## config.mk

```make
export PLATFORM = sky130hd
export DESIGN_NAME = inst_fetch_unit
export DESIGN_NICKNAME = d
export VERILOG_FILES = /design/src/rtl/inst_fetch_unit.sv
export SDC_FILE = /design/constraint.sdc
export NUM_CORES = 1
export LEC_CHECK = 0
export ABC_AREA = 1
export ABC_CLOCK_PERIOD_IN_PS = 21800
export CORE_MARGIN = 5
export CORE_UTILIZATION = 40
export CTS_CLUSTER_SIZE = 30
export DETAILED_ROUTE_END_ITERATION = 6
export GPL_ROUTABILITY_DRIVEN = 0
export PLACE_DENSITY = 0.63
export SLEW_MARGIN = 30
export SYNTH_ARGS = -nofsm -noshare
export SYNTH_HDL_FRONTEND = slang
export SYNTH_SLANG_ARGS = --single-unit
```

## constraint.sdc

```tcl
create_clock -name clk -period 21.8 [get_ports clk]
set_input_delay 6.54 -clock clk [delete_from_list [all_inputs] [get_ports clk]]
set_output_delay 6.54 -clock clk [all_outputs]
set_load 0.01 [all_outputs]
```

## src/rtl/inst_fetch_unit.sv

```systemverilog
// Instruction fetch: owns the fetch PC, absorbs the one-cycle synchronous memory read
// latency and buffers returned words in a small FIFO that decode drains via valid/ready.
module inst_fetch_unit #(
    parameter logic [31:0] RESET_PC  = 32'h0000_0000,
    parameter int          BUF_DEPTH = 2
) (
    input  logic                         clk,
    input  logic                         rst,
    input  logic                         fetch_en,
    output logic [31:0]                  mem_addr,
    input  logic [31:0]                  mem_inst,
    output logic [31:0]                  inst,
    output logic [31:0]                  inst_pc,
    output logic                         inst_valid,
    input  logic                         inst_ready,
    input  logic                         redirect,
    input  logic [31:0]                  redirect_pc,
    output logic [$clog2(BUF_DEPTH):0]   buf_count
);

    localparam int PW = $clog2(BUF_DEPTH);
    localparam int CW = PW + 1;
    localparam logic [CW:0]   DEPTH_EXT = (CW+1)'(BUF_DEPTH);
    localparam logic [CW-1:0] DEPTH_CNT = CW'(BUF_DEPTH);

    logic [31:0]   fetch_pc_reg;
    logic [31:0]   tag_pc_reg;
    logic          inflight_reg;
    logic [PW-1:0] wr_ptr_reg;
    logic [PW-1:0] rd_ptr_reg;
    logic [CW-1:0] count_reg;
    logic [31:0]   inst_buf_reg [BUF_DEPTH];
    logic [31:0]   pc_buf_reg   [BUF_DEPTH];

    logic          pop;
    logic          push;
    logic          issue;
    logic [CW:0]   occupancy_next;

    // Redirect squashes both the pop and the returning word, so neither may move the FIFO.
    assign pop  = inst_valid & inst_ready & ~redirect;
    assign push = inflight_reg & ~redirect;

    // Slots already committed after this edge; a new read is issued only if its word has a home.
    assign occupancy_next = {1'b0, count_reg}
                          + {{CW{1'b0}}, inflight_reg}
                          - {{CW{1'b0}}, pop};
    assign issue = fetch_en & ~redirect & (occupancy_next < DEPTH_EXT);

    assign mem_addr   = fetch_pc_reg;
    assign inst_valid = (count_reg != '0);
    assign buf_count  = count_reg;
    assign inst       = inst_buf_reg[rd_ptr_reg];
    assign inst_pc    = pc_buf_reg[rd_ptr_reg];

    always_ff @(posedge clk or posedge rst) begin
        if (rst) begin
            fetch_pc_reg <= RESET_PC;
            tag_pc_reg   <= '0;
            inflight_reg <= 1'b0;
            wr_ptr_reg   <= '0;
            rd_ptr_reg   <= '0;
            count_reg    <= '0;
        end else if (redirect) begin
            fetch_pc_reg <= redirect_pc & 32'hFFFF_FFFC;
            inflight_reg <= 1'b0;
            wr_ptr_reg   <= '0;
            rd_ptr_reg   <= '0;
            count_reg    <= '0;
        end else begin
            if (issue) begin
                tag_pc_reg   <= fetch_pc_reg;
                fetch_pc_reg <= fetch_pc_reg + 32'd4;
            end
            inflight_reg <= issue;
            if (push) begin
                wr_ptr_reg <= wr_ptr_reg + PW'(1);
            end
            if (pop) begin
                rd_ptr_reg <= rd_ptr_reg + PW'(1);
            end
            count_reg <= count_reg + CW'(push) - CW'(pop);
        end
    end

    // Storage is cleared on reset so the head outputs read as zero until the first push.
    always_ff @(posedge clk or posedge rst) begin
        if (rst) begin
            for (int i = 0; i < BUF_DEPTH; i++) begin
                inst_buf_reg[i] <= '0;
                pc_buf_reg[i]   <= '0;
            end
        end else if (push) begin
            inst_buf_reg[wr_ptr_reg] <= mem_inst;
            pc_buf_reg[wr_ptr_reg]   <= tag_pc_reg;
        end
    end

    a_no_overflow: assert property (@(posedge clk) disable iff (rst)
        !(push && !pop && count_reg == DEPTH_CNT));

endmodule

```

==> run summary <==
Worst Tran Pin Value: 0.778 ns
via count: 7578
leakage power: 5.68 nW
IO buf count: 161
Hold Path End: inst_buf_reg[27]
die area: 25700 um^2
num ports: 168
Worst Min Path Start: inst_buf_reg[27]
status: finished, final reports clean
Worst Hold Class: reg -> reg
R2R Setup Slk: 18.13 ns
#FFs+latches synth: 189
top cells by count, synth: nand2_1 (485), dfrtp_1 (189), inv_1 (132), o21ai_0 (108), nor2_1 (72)
WP data required: 22.16 ns
EDFF count, synth: 0
Yosys top cell area share: 52.4%
Final Critical Period: 9.89 ns
combinational power share: 35.0%
initial antenna violation count: 0
max cap viols: 0
dpl hpwl: 14800 um
clock share of power: 22.4%
Clock Skews: 0.0124 ns
CTS buffer count: 17
Critical Path AT: 10.25 ns
DRC errors left: 0
Max IR drop VDD: 0.0000452 V
Worst-Skew Late Latency: 0.43 ns
Crit. path cell count: 14
Pwr per Cell Area: 120 nW/um^2
CTS Sinks: 189
setup TNS: 0 ns
Switch Pwr: 0.000474 W
Post-Syn Instances: 1198
# resized after CTS: 0
relative slew slack: 48.1%
largest net degree at the start of global routing: 113
CTS clk-pin slew, worst paths: 0.07 ns
core area: 22400 um^2
Iter 0 DRT Violations: 506
H-tree levels: 4
first-pass GRT wire length: 37000 um
die width: 160 um
n_diodes: 0
Worst Path Max Fanout: 80
ANT nets after route: 0
Main synth FF type: dfrtp_1
final setup fails: 0
worst r2r src: buf_count[1]
critical path class: in -> reg
Die Ht: 160 um
GRT Overall Usage: 17.5%
number of core rows: 55
FF-to-FF path depth: 15
Post-Syn Area: 9020 um^2
Max Fclk: 101 MHz
Clock Tree Root: clkbuf_16
number of fill cells: 2218
Final Max Slew Viols: 0
vias in the first global route: 7205
crit path launch type: input port
setup bufs post-CTS: 0
critical path's slowest cell: buf_4
most frequent cell after synthesis: nand2_1
worst path cell trace: clkdlybuf4s50_1 -> buf_4 -> nor2_1 -> ha_1 -> or2_2 -> fa_1 -> nand2_1 -> nor2_1 -> nand2_2 -> buf_4 -> nand2_1 -> inv_1 -> nand2_1 -> nand3_1
Total Routed Length: 22000 um
Final Cell Area: 11400 um^2
Tcrit/Tclk final: 45.4%
yosys warns: 0
Buf+Inv Stages, Crit Path: 4
share of cells above drive strength 1: 3.95%
cts hold-fix bufs: 0
crit-path max cell delay: 0.57 ns
Hold Vio Cnt, Final: 0
drt wl/cell: 13.5 um
FFs w/ async S/R, synth: 100%
max reg flops: 64
Avg Inst Size Synth: 7.53 um^2
nets: 1402
area grow syn2layout: 25.8%
register share of total power: 42.6%
total internal power: 0.000889 W
RSZ-0062 raised after global routing: false
Worst path top cell family by delay: buffers and inverters
drt pass-1 iters: 4
Net Sw Frac: 34.7%
cell mode on critical path: nand2_1
FF-to-FF End: mem_addr[9]
register area share after synthesis: 52.4%
Yosys cell types: 28
critical path capture point type: flip-flop
final core utilization: 50.6%
grt ovf: 0
Area contributors post-synth: dfrtp_1 (52%), nand2_1 (20%), o21ai_0 (6.0%)
Initial Utilization: 40.2%
TritonCTS clock tree: done
Vias/cell: 4.66
hold path depth: 2
CTS Buffer Depth: 2
post-synth top area cell: dfrtp_1
Area after DPL: 10800 um^2
cell usage in the layout, fill, tap and decap left out, types with 3 or more instances in the layout:
cell / netlist / layout
nand2_1: 485 / 484
xor2_1: 3 / 3
dfrtp_1: 189 / 188
a21oi_1: 14 / 14
nand3_1: 66 / 65
o21ai_1: 47 / 47
inv_6: 0 / 6
inv_1: 132 / 131
o21ai_2: 3 / 3
clkbuf_16: 0 / 17
ha_1: 4 / 4
clkdlybuf4s50_1: 0 / 161
buf_4: 4 / 5
o21ai_0: 108 / 108
conb_1: 1 / 4
nor2_1: 72 / 72
clkinv_4: 1 / 3
worst max path at each step:
stage | to | start | slack (ns)
finish | mem_addr[9] | redirect | 11.91
global route | mem_addr[9] | redirect | 11.58
CTS | mem_addr[9] | redirect | 11.87
detailed placement | mem_addr[9] | redirect | 11.40
global placement | mem_addr[8] | redirect | 11.46
floorplan | buf_count[0] | rst | 10.12
cell families after synthesis:
family | count (synthesis) | share of synthesized area [%]
flops | 189 | 52.4
compound gates | 174 | 9.83
other cells | 1 | 0.0416
buf+inv | 195 | 9.25
simple gates | 630 | 27.3
fa+ha+maj | 5 | 0.776
xor+xnor | 4 | 0.388
power groups by stage:
stage	Combinational (W)	Clock (W)	Sequential, W
after CTS	0.000488	0.000315	0.000581
after detailed placement	0.000486	0	0.000586
after floorplan	0.000269	0	0.000572
after global placement	0.000477	0	0.000582
final	0.000477	0.000305	0.000581
after global routing	0.000542	0.000328	0.000600
routing by layer:
metal	vias up	global-route usage (%)	part of all wire, %
li1	3948	-	-
met4	0	5.36	1.7
met5	-	0	0
met3	20	3.25	4.7
met1	3421	25.4	49
met2	189	26.6	45
through the flow:
step | setup slack, ns | hold WS [ns] | power, W | cells
floorplan | 10.12 | 0.453 | 0.000840 | 1201
global placement | 11.46 | 0.465 | 0.00106 | 1594
detailed placement | 11.40 | 0.472 | 0.00107 | 1594
CTS | 11.87 | 0.490 | 0.00138 | 1626
global route | 11.58 | 0.499 | 0.00147 | 1626
finish | 11.91 | 0.484 | 0.00136 | 1626
cell type report:
cell class / instances / area (um^2) / area share (%)
clock buffer: 17 / 425 / 3.75
clock inverter: 15 / 153 / 1.34
inverter: 135 / 524 / 4.62
multi-input combinational: 817 / 3490 / 30.7
sequential: 189 / 4730 / 41.7
tap: 285 / 357 / 3.14
timing repair buffer: 168 / 1670 / 14.7
worst reg2reg max path, stage by stage (launching register included):
cell,delay [ns]
dfrtp_1,0.45
inv_1,0.09
nand2_1,0.08
nand2_1,0.09
nor2_1,0.14
ha_1,0.24
or2_2,0.30
fa_1,0.43
nand2_1,0.08
nor2_1,0.04
nand2_2,0.08
buf_4,0.57
nand2_1,0.51
inv_1,0.33
nand2_1,0.08
nand3_1,0.08
No activity file was read; power rests on OpenSTA's default activity.
